[src/rtl/player_shot_controller.sv]
// player_shot_controller: single player laser shot launch, flight, explosion, drawing and hit counting
module player_shot_controller #(
  parameter int SHOT_WIDTH = 2,
  parameter int SHOT_HEIGHT = 8,
  parameter int PLAYER_WIDTH = 24,
  parameter int SHOT_Y_START = 440,
  parameter int Y_TOP = 8,
  parameter int SHOT_VELOCITY = 2,
  parameter int MOVE_INTERVAL = 200000,
  parameter int EXPLODE_CYCLES = 3000000,
  parameter logic [11:0] SHOT_RGB = 12'hFFF,
  parameter logic [11:0] EXPLODE_RGB = 12'hFF0
) (
  input  logic        clk,
  input  logic        reset,
  input  logic        fire_btn,
  input  logic [10:0] player_x,
  input  logic        game_over,
  input  logic        shot_hit,
  input  logic [10:0] pixel_x,
  input  logic [10:0] pixel_y,
  output logic        shot_active,
  output logic [10:0] shot_x,
  output logic [10:0] shot_y,
  output logic        shot_on,
  output logic [11:0] shot_rgb,
  output logic [7:0]  hit_count
);
  localparam int MW = $clog2(MOVE_INTERVAL + 1);
  localparam int EW = $clog2(EXPLODE_CYCLES + 1);
  typedef enum logic [1:0] {IDLE, FLY, EXPLODE} state_t;
  state_t state, state_d;
  logic [1:0] fire_sync;
  logic fire_prev;
  logic [2:0] live;
  logic fire_edge, tick, hit, in_x, in_y, draw;
  logic [MW-1:0] move_cnt, move_d;
  logic [EW-1:0] exp_cnt, exp_d;
  logic [10:0] x_d, y_d;
  logic [7:0] hits_d;
  assign fire_edge = fire_sync[1] & ~fire_prev & live[2];
  assign tick = move_cnt == MW'(MOVE_INTERVAL);
  assign hit = state == FLY && shot_hit;
  assign in_x = {1'b0, pixel_x} >= {1'b0, shot_x} && {1'b0, pixel_x} < {1'b0, shot_x} + 12'(SHOT_WIDTH);
  assign in_y = {1'b0, pixel_y} >= {1'b0, shot_y} && {1'b0, pixel_y} < {1'b0, shot_y} + 12'(SHOT_HEIGHT);
  assign draw = state != IDLE && in_x && in_y;
  assign shot_active = state == FLY;
  always_comb begin
    state_d = state;
    x_d = shot_x;
    y_d = shot_y;
    move_d = move_cnt;
    exp_d = exp_cnt;
    hits_d = hit && hit_count != 8'hFF ? hit_count + 8'd1 : hit_count;
    if (game_over) state_d = IDLE;
    else if (state == IDLE && fire_edge) begin
      state_d = FLY;
      x_d = player_x + 11'(PLAYER_WIDTH / 2 - SHOT_WIDTH / 2);
      y_d = 11'(SHOT_Y_START);
      move_d = '0;
    end else if (hit) begin
      state_d = EXPLODE;
      exp_d = '0;
    end else if (state == FLY) begin
      move_d = tick ? '0 : move_cnt + MW'(1);
      if (tick && shot_y < 11'(Y_TOP + SHOT_VELOCITY)) state_d = IDLE;
      else if (tick) y_d = shot_y - 11'(SHOT_VELOCITY);
    end else if (state == EXPLODE) begin
      exp_d = exp_cnt + EW'(1);
      state_d = exp_cnt == EW'(EXPLODE_CYCLES - 1) ? IDLE : state;
    end
  end
  always_ff @(posedge clk or negedge reset) begin
    if (!reset) begin
      state <= IDLE;
      fire_sync <= '0;
      fire_prev <= 1'b0;
      live <= '0;
      move_cnt <= '0;
      exp_cnt <= '0;
      shot_x <= '0;
      shot_y <= 11'(SHOT_Y_START);
      hit_count <= '0;
      shot_on <= 1'b0;
      shot_rgb <= '0;
    end else begin
      state <= state_d;
      fire_sync <= {fire_sync[0], fire_btn};
      fire_prev <= fire_sync[1];
      live <= {live[1:0], 1'b1};
      move_cnt <= move_d;
      exp_cnt <= exp_d;
      shot_x <= x_d;
      shot_y <= y_d;
      hit_count <= hits_d;
      shot_on <= draw;
      shot_rgb <= draw ? (state == FLY ? SHOT_RGB : EXPLODE_RGB) : 12'h000;
    end
  end
endmodule

[config.mk]
export PLATFORM = sky130hd
export DESIGN_NAME = player_shot_controller
export DESIGN_NICKNAME = d
export VERILOG_FILES = /design/src/rtl/player_shot_controller.sv
export SDC_FILE = /design/constraint.sdc
export NUM_CORES = 1
export LEC_CHECK = 0
export CAP_MARGIN = 5
export CORE_MARGIN = 2
export CORE_UTILIZATION = 30
export CTS_CLUSTER_DIAMETER = 40
export DETAILED_ROUTE_END_ITERATION = 10
export GPL_ROUTABILITY_DRIVEN = 1
export PLACE_DENSITY = 0.6
export SLEW_MARGIN = 30
export SYNTH_ARGS = -nofsm -noshare
export SYNTH_HDL_FRONTEND = slang
export SYNTH_SLANG_ARGS = --single-unit
[constraint.sdc]
create_clock -name clk -period 4.06 [get_ports clk]
set_clock_uncertainty 0.05 [all_clocks]
set_input_delay 0.406 -clock clk [delete_from_list [all_inputs] [get_ports clk]]
set_output_delay 0.406 -clock clk [all_outputs]
set_load 0.02 [all_outputs]
## Word-level counts from Yosys, hierarchy flattened

Cells that the tools add are included.

| word-level totals | value |
|---|---|
| flip-flop bits (word level) | 91 |
| input port bits | 38 |
| output and inout port bits | 44 |
| word-level logic and storage cells | 78 |

| operators by class | value |
|---|---|
| add/sub/neg operators | 7 |
| magnitude comparators | 5 |
| equal/unequal tests | 9 |
| muxes and demuxes | 21 |
| bitwise operators | 5 |
| reduce and logical (&&, ||, !) cells | 20 |

Operators with widths:

| operator | count |
|---|---|
| $mux W18 | 4 |
| $mux W22 | 3 |
| $mux W11 | 5 |
| $lt A11 B12 Y1 | 2 |
| $add A22 B1 Y22 const B | 1 |
| $eq A22 B22 Y1 const B | 1 |
| $ge A11 B11 Y1 | 2 |
| $add A18 B1 Y18 const B | 1 |
| $eq A18 B18 Y1 const B | 1 |
| $mux W2 | 7 |
| $add A11 B2 Y12 const B | 1 |
| $add A11 B4 Y12 const B | 1 |
| $mux W12 | 1 |
| $add A11 B4 Y11 const B | 1 |
| $lt A11 B4 Y1 const B | 1 |
| $sub A11 B2 Y11 const B | 1 |
| $reduce_bool A5 Y1 | 2 |
| $add A8 B1 Y8 const B | 1 |
| $logic_and A1 B1 Y1 | 8 |
| $ne A8 B8 Y1 const B | 1 |
| $reduce_bool A2 Y1 | 4 |
| $reduce_and A3 Y1 | 2 |
| $ne A5 B2 Y1 const B | 1 |
| $reduce_and A5 Y1 | 1 |
| other kinds (10) | 14 |

## Longest topological paths before layout

| logic depth | value |
|---|---|
| depth in word-level cells | 7 |
| gate-level depth with buffers | 10 |

## Worst setup path before layout

No wires, ideal clock.

| timing | value |
|---|---|
| kind | register to register |
| start point | reg shot_y[5] |
| end point | reg shot_rgb[10] |
| library setup time | 125 ps |
| arrival | 2,356 ps |
| required time | 3,885 ps |
| slack | 1,529 ps |
| stages on the path, launching flop included | 9 |
| path buffers | 1 |
| period minus slack after synthesis | 2,531 ps |
| cells stage by stage | dfstp_2 -> buf_2 -> inv_1 -> ha_1 -> nand3_1 -> or4b_2 -> a31oi_1 -> o31ai_1 -> a2111oi_0 |

| on the way | value |
|---|---|
| longest elaborated chain between the ends | 5 |

Ends and longest elaborated chain:

| item | RTL line | RTL |
|---|---|---|
| start: declaration | 24 | `output logic [10:0] shot_y,` |
| start signal: assignment | 82 | `shot_y <= 11'(SHOT_Y_START);` |
| start signal: assignment | 94 | `shot_y <= y_d;` |
| $add A11 B4 Y12 | 45 | `assign in_y = {1'b0, pixel_y} >= {1'b0, shot_y} && {1'b0, pixel_y} < {1'b0, shot_y} + 12'(SHOT_HEIGHT);` |
| $lt A11 B12 Y1 | 45 |  |
| $logic_and A1 B1 Y1 (*) | 45 |  |
| $logic_and A1 B1 Y1 (*) | 46 | `assign draw = state != IDLE && in_x && in_y;` |
| via draw | 36 | `logic fire_edge, tick, hit, in_x, in_y, draw;` |
| $mux W12 (*) | 97 | `shot_rgb <= draw ? (state == FLY ? SHOT_RGB : EXPLODE_RGB) : 12'h000;` |
| end signal: assignment | 97 |  |
| end: declaration | 26 | `output logic [11:0] shot_rgb,` |

Mark *: on every way through the listed nets, which the timed path passes. The rest lies on a longest branch.
A chain may end at the register's enable or synchronous reset.

## Worst setup path in the final report

| timing | value |
|---|---|
| start point | reg shot_y[3] |
| end point | reg shot_rgb[10] |

The elaborated chain is that of the path after synthesis.

==> impl_metrics.tcl <==
set metrics [dict create \
    status "finished clean" \
    syn_area_per_cell_um2 9.19 \
    crit_required_ps 4210 \
    synth_cell_type_count 62 \
    fin_crit_ps 2730 \
    ctsResizeCount 0 \
    multi_input_area_um2 2970 \
    dr.pass1.iters 7 \
    powerDensity_nw_per_um2 418 \
    syn_inst 569 \
    clock_sinks 79 \
    area_growth_syn_to_layout_pct 23.9 \
    finalNetCount 725 \
    gp_congestion 0.881 \
    clock_latency_ps 340 \
    finalSetupViolations 0 \
    synth_edf_count 0 \
    die_y_um 136 \
    drtIter0Drc 242 \
    hold_violations 0 \
    drv_slew 0 \
    cp-start-kind "register" \
    path_clk_slew_ps 60 \
    cts_tree "done" \
    worst_pin_slew_ps 869 \
    synth_top_area_share_pct 35.4 \
    worstPathCellList "ha_1 -> nand3_1 -> xnor2_1 -> ha_1 -> and3_1 -> a221o_1 -> a31oi_1 -> o32ai_1 -> a2111oi_0" \
    rsz0062_at_grt "no" \
    yosys.area_share.simple_pct 21.2 \
    syn_nets 656 \
    diodes 0 \
    ys_seq_area_share_pct 37.9 \
    synth_top_family_by_area "simple AND/OR/NAND/NOR gates" \
    ant_nets 0 \
    grt_antenna_before_repair 0 \
    power.total_mw 2.71 \
    portBuffers 80 \
    core_um2 17200 \
    yosys_most_used_dff "dfrtp_1" \
    nFillCells 1720 \
    seqCellArea_um2 1980 \
    max_freq_mhz 367 \
    yosysWarnings 0 \
    synth-compound-area-share_pct 13.3 \
    h-tree-depth 3 \
    vias 4445 \
    cts-hold-fix-buffers 0 \
    synth_area_leaders "dfrtp_1 (35%), ha_1 (12%), xnor2_1 (5.4%), xor2_1 (4.4%), nor2_1 (3.8%)" \
    dp_hpwl_um 9750 \
    crit_family "compound AO/OA/AOI/OAI gates" \
    yosys.area.top_type "dfrtp_1" \
    drive_above_1_share_pct 5.75 \
    grt_pass1_wl_um 21600 \
    grt.total_usage_pct 14.4 \
    cts_buffers 9 \
    fp.dieW_um 136 \
    grt_start_max_net_pins 80 \
    slew_headroom_pct 41.9 \
    slowest_delay_ps 660 \
    io_pins 82 \
    post-cts-setup-buffer-count 0 \
    async_reset_ff_share_pct 100 \
    wl_um 12800 \
    synthXorXnorAreaFrac_pct 9.71 \
    arrival_ps 2880 \
    setup-tns-final_ps 0 \
    worstSetupPathType "reg2reg" \
    synthesis.area_um2 5230 \
    wl_per_cell_um 14.7 \
    hold_slack_ps 46.0 \
    r2r_cells 9 \
    cts_root_buf "clkbuf_16" \
    ys_ff_latch 79 \
    synth-adder-area-share_pct 11.7 \
    hold_path.class "in2async" \
    grt_pass1_vias 4480 \
    row_count 48 \
    maxCapViolations 0 \
    via_per_inst 5.12 \
    ir_worst_vdd_uv 225 \
    timing.rr.start "shot_y[3]$_DFFE_PN1P_" \
    crit_fanout 9 \
    endpoint_kind "register" \
    rrSetupSlack_ps 1330 \
    crit_top_cell "ha_1" \
    synth_mux_area_share_pct 0.646 \
    cp_slowest_cell "dfstp_2" \
    grt-ovfl-total 0 \
    fin_crit_sh_pct 67.2 \
    die_area_um2 18500 \
    p_leak_nw 2.76 \
    start_util_pct 30.4 \
    cp_num_buf_inv 0 \
    drc 0 \
    r2r-end "shot_rgb[10]$_DFF_PN0_" \
    clk_path_buf_depth 2 \
]
## synth_stat cells, drive strengths merged (3+ instances only)
library cell / instances
o31ai: 3
and3: 11
or2: 3
nand2: 40
inv: 36
a211oi: 5
nor3: 13
a22o: 5
xnor2: 32
o21ai: 30
xor2: 26
nor2b: 5
buf: 16
a31oi: 4
dfstp: 5
nand3: 28
a21o: 7
nor2: 54
mux2: 3
ha: 49
a21oi: 21
a2111oi: 4
nand2b: 3
dfrtp: 74
o2111ai: 3
clkbuf: 9
o21a: 3
nor4: 12
or3: 4
nor4b: 3
nand4: 24
## logic make-up (layout without fill, tap and decap cells)
logic type                 count (synthesis)  in the layout
buffers and inverters                     61            135
and+or+nand+nor                          215            215
DFF                                       79             79
other                                      2              2
muxes                                      3              3
adders and majority gates                 49             49
AOI/OAI and AO/OA                        102            102
xor gates and xnor gates                  58             58
## state kept, by name, indices dropped and copies added, names as in the netlist
signal / count
move_cnt: 18
fire_sync: 2
shot_rgb: 2
fire_prev: 1
state: 2
live: 3
hit_count: 8
exp_cnt: 22
shot_x: 11
shot_y: 10
## per-stage QoR
| step | setup WS, ps | cells | instance area [µm²] | utilization (%) |
|---|---|---|---|---|
| after floorplan | 1530 | 569 | 5230 | - |
| after global placement | 1400 | 852 | 6190 | 36.0 |
| after detailed placement | 1360 | 852 | 6190 | 36.1 |
| after CTS | 1380 | 868 | 6480 | 37.7 |
| after global routing | 1060 | 868 | 6480 | 37.7 |
| final | 1330 | 868 | 6480 | 37.7 |
## final cells by class
type                    instances  share of cell area (%)
well taps                     225                    4.35
inverters                      36                    2.09
clock inverters                 4                   0.444
clock buffers                  12                    3.96
flip-flops and latches         79                    30.6
multi-input cells             429                    45.8
repair buffers                 83                    12.7
## per-layer routing
layer,GRT usage [%],vias up,routed length (µm)
met5,0,-,0
met4,5.56,0,293
met3,2.16,25,489
met2,24.5,115,6200
met1,18.3,2130,5790
li1,-,2175,-
## worst max-delay path by stage
stage          cells after the start                 endpoint             startpoint
3_5_place_dp                       6  exp_cnt[11]$_DFFE_PN0P_               shot_hit
6_report                           9   shot_rgb[10]$_DFF_PN0_  shot_y[3]$_DFFE_PN1P_
5_1_grt                            9   shot_rgb[10]$_DFF_PN0_  shot_y[3]$_DFFE_PN1P_
2_1_floorplan                      8   shot_rgb[10]$_DFF_PN0_  shot_y[5]$_DFFE_PN1P_
4_1_cts                            9   shot_rgb[10]$_DFF_PN0_  shot_y[3]$_DFFE_PN1P_
3_3_place_gp                       7   shot_rgb[10]$_DFF_PN0_             pixel_y[6]
## where the power goes
part / switching (mW) / internal (mW) / leakage, nW
clock: 0.322 / 0.449 / 0.135
sequential: 0.160 / 0.899 / 1.03
combinational: 0.460 / 0.418 / 1.59
## cells in the final DEF, fill, tap and decap left out, types with 4 or more instances in the layout
cell / netlist / layout
nor3_1: 13 / 13
nand4_1: 24 / 24
clkbuf_16: 0 / 9
and3_1: 11 / 11
dfrtp_1: 74 / 74
nor4_1: 12 / 12
inv_1: 36 / 36
nand2_1: 40 / 40
clkdlybuf4s50_1: 0 / 79
or3_1: 4 / 4
o21ai_0: 27 / 27
nor2b_1: 5 / 5
xor2_1: 26 / 26
dfstp_2: 5 / 5
a21oi_1: 21 / 21
xnor2_1: 32 / 32
a31oi_1: 4 / 4
ha_1: 49 / 49
nand3_1: 28 / 28
a211oi_1: 5 / 5
nor2_1: 53 / 53
a21o_1: 7 / 7
a22o_1: 5 / 5
Power figures use the tool's default switching activity.
==> variant, RTL diff (config.mk and constraints unchanged) <==
Take the reset off `shot_rgb` and load it in a clocked block of its own.
--- a/src/rtl/player_shot_controller.sv
+++ b/src/rtl/player_shot_controller.sv
@@ -82,7 +82,6 @@
       shot_y <= 11'(SHOT_Y_START);
       hit_count <= '0;
       shot_on <= 1'b0;
-      shot_rgb <= '0;
     end else begin
       state <= state_d;
       fire_sync <= {fire_sync[0], fire_btn};
@@ -94,8 +93,11 @@
       shot_y <= y_d;
       hit_count <= hits_d;
       shot_on <= draw;
-      shot_rgb <= draw ? (state == FLY ? SHOT_RGB : EXPLODE_RGB) : 12'h000;
     end
+  end
+
+  always_ff @(posedge clk) begin
+    shot_rgb <= draw ? (state == FLY ? SHOT_RGB : EXPLODE_RGB) : 12'h000;
   end
 endmodule
 
Behaviour: differs if reset is asserted again (counterexample within 10 cycles, from zero or initial values and one cycle with reset low); with reset held inactive, the same outputs for 10 cycles.
==> variant against the original RTL <==
- via count rose by 0.61%
- count of clock-buffer cells in the layout shrank 1
- worst hold slack better by 9.4 ps
- setup slack worse by 150 ps
- power decreased by 10%
- sequential cell count rose by 1
- routed wire length barely moved
- first-iteration DRC count rose by 19%
- final cell count increased by 2.2%
- area after synthesis is 3.2% higher
- final area is 2.0% higher
==> variant: results (changes against the original RTL) <==
power:
  ir_drop_mv: 0.229  # +1.8%
  p_leak_nw: 2.74  # -0.49%
  power.switching_uw: 779  # -17%
cells_and_area:
  layout-drive-gt1-share_pct: 6.53  # +0.78 points
  fillerInstances: 1798  # +4.5%
  fin_nets: 740  # +2.1%
  reg_top3: "exp_cnt (22), move_cnt (18), shot_x (11)"
  antennaDiodeCount: 0  # unchanged
routing:
  drtIter0Drc: 288  # +19%
  dr.pass1.iters: 4  # -3
  vias_per_cell: 5.04  # -1.5%
  wl_per_cell_microns: 14.4  # -2.2%
place:
  routabilityCongestion: 0.808  # -8.3%
  io_buffer_count: 80  # unchanged
  hpwlAfterDp_mm: 9.58  # -1.8%
clock_network:
  clk_latency_ps: 340  # about the same
  clock_path_buffers: 2  # unchanged
  cts_root_buffer: "clkbuf_16"
  htreeDepth: 3  # unchanged
  cts.clk_slew.worst_paths_ps: 60  # about the same
  cts_buffers: 9  # unchanged
  postCtsSetupRepairBufs: 0  # unchanged
  cts_resized: 0  # unchanged
global_routing:
  grt_max_degree: 79  # -1.3%
  grt_use_total_pct: 13.6  # -0.75 points
  grt_pass1_vias: 4253  # -5.1%
  grt_pass1_wl_mm: 21.5  # -0.19%
  grt_antenna_before_repair: 0  # unchanged
timing:
  tightest_slew_ps: 715  # -154 ps
yosys:
  ys_async_sr_fraction_pct: 97.5  # -2.5 points
  synth_compound_area_share_pct: 14.5  # +1.3 points
  yosysWarnings: 0  # unchanged
  synth_enable_flop_cells: 0  # unchanged
  ys_seq_area_share_pct: 37.0  # -0.88 points
  netlist_top_cells_count: "dfrtp_1, ha_1, nor2_1"
  ys_top_cells_by_area: "dfrtp_1, ha_1, xnor2_1"
  synth-adder-area-share_pct: 11.4  # -0.36 points
  synth_xor_area_share_pct: 7.79  # -1.9 points
  postSynthNetCount: 674  # +2.7%
  synth.distinct_cells: 70  # +13%
  muxShareOfSynthArea_pct: 0.394  # -0.25 points
hold_path:
  min_path_type: "primary input to asynchronous set/reset pin"
critical_path:
  reg2reg_to: "shot_on"
  r2r_cells: 9  # unchanged
  worstPathArrival_ps: 3010  # +130 ps
  crit_path_max_fanout: 11  # +2
  r2r_start: "shot_y[3]"
  reg2reg_slack_ps: 1180  # -150 ps
run_status:
  status: "finished clean"
[variant: cell count changes in the layout (fill, tap and decap cells not counted), sizes merged, moves of 4 or more]
cell | before | now
xor2 | 26 | 11
clkinv | 1 | 5
a21oi | 21 | 28
xnor2 | 32 | 37
nand3 | 28 | 40
nor2 | 54 | 49
or4 | 1 | 6
a21o | 7 | 11
o31ai | 3 | 8
and4 | 2 | 7
nand4 | 24 | 18
[variant: cells by family after synthesis]
family / count (synthesis)
AO/OA/AOI/OAI: 117
XOR/XNOR: 48
adder cells (fa/ha/maj): 49
buffers and inverters: 61
flip-flops: 80
multiplexers: 2
other: 2
AND/OR/NAND/NOR: 228
[variant: how the worst max path moves through the flow]
| stage | start | end | cells past startpoint |
|---|---|---|---|
| 6_report | shot_y[3] | shot_on | 9 |
| 3_3_place_gp | shot_y[3] | shot_on | 9 |
| 4_1_cts | shot_y[3] | shot_on | 9 |
| 5_1_grt | shot_y[3] | shot_on | 9 |
| 3_5_place_dp | game_over | move_cnt[12] | 6 |
| 2_1_floorplan | shot_x[1] | shot_on | 11 |
[variant: per-layer routing]
metal  global-route usage (%)  routed length, microns  vias up
li1                         -                       -     2257
met1                     18.9                    6260     2120
met2                     21.4                    5880       78
met3                     1.94                     382       17
met4                     5.69                     248        0
met5                        0                       0        -
[variant: critical path, cell delays in order, from the launching register on]
cell,delay (ps)
dfstp_2,660
ha_1,270
nand3_1,110
xnor2_1,140
ha_1,290
and3_1,200
a221o_1,300
a31oi_1,190
o32ai_1,120
nor4_1,380
[variant: final cells by class]
class / instances / area share [%]
clock buffers: 11 / 3.82
clock inverters: 5 / 0.473
inverters: 35 / 1.99
multi-input cells: 446 / 46.9
flip-flops and latches: 80 / 30.2
well taps: 229 / 4.33
repair buffers: 81 / 12.2
[variant: metrics by stage]
| stage | area, sq um | worst slack (ps) | cells | hold slack [ps] |
|---|---|---|---|---|
| finish | 6610 | 1180 | 887 | 55.4 |
| floorplan | 5400 | 1570 | 587 | 60.4 |
| detailed placement | 6320 | 1180 | 871 | 285 |
| global placement | 6320 | 1230 | 871 | 283 |
| CTS | 6610 | 1160 | 887 | 84.5 |
| global route | 6610 | 1040 | 887 | 121 |
[variant: power groups by stage]
stage                     sequential, mW  combinational [mW]  clock (mW)
after global routing                1.02               0.727       0.833
final                               1.00               0.645       0.775
after detailed placement            1.02               0.650           0
after floorplan                     1.04               0.353           0
after CTS                           1.00               0.653       0.799
after global placement              1.02               0.640           0
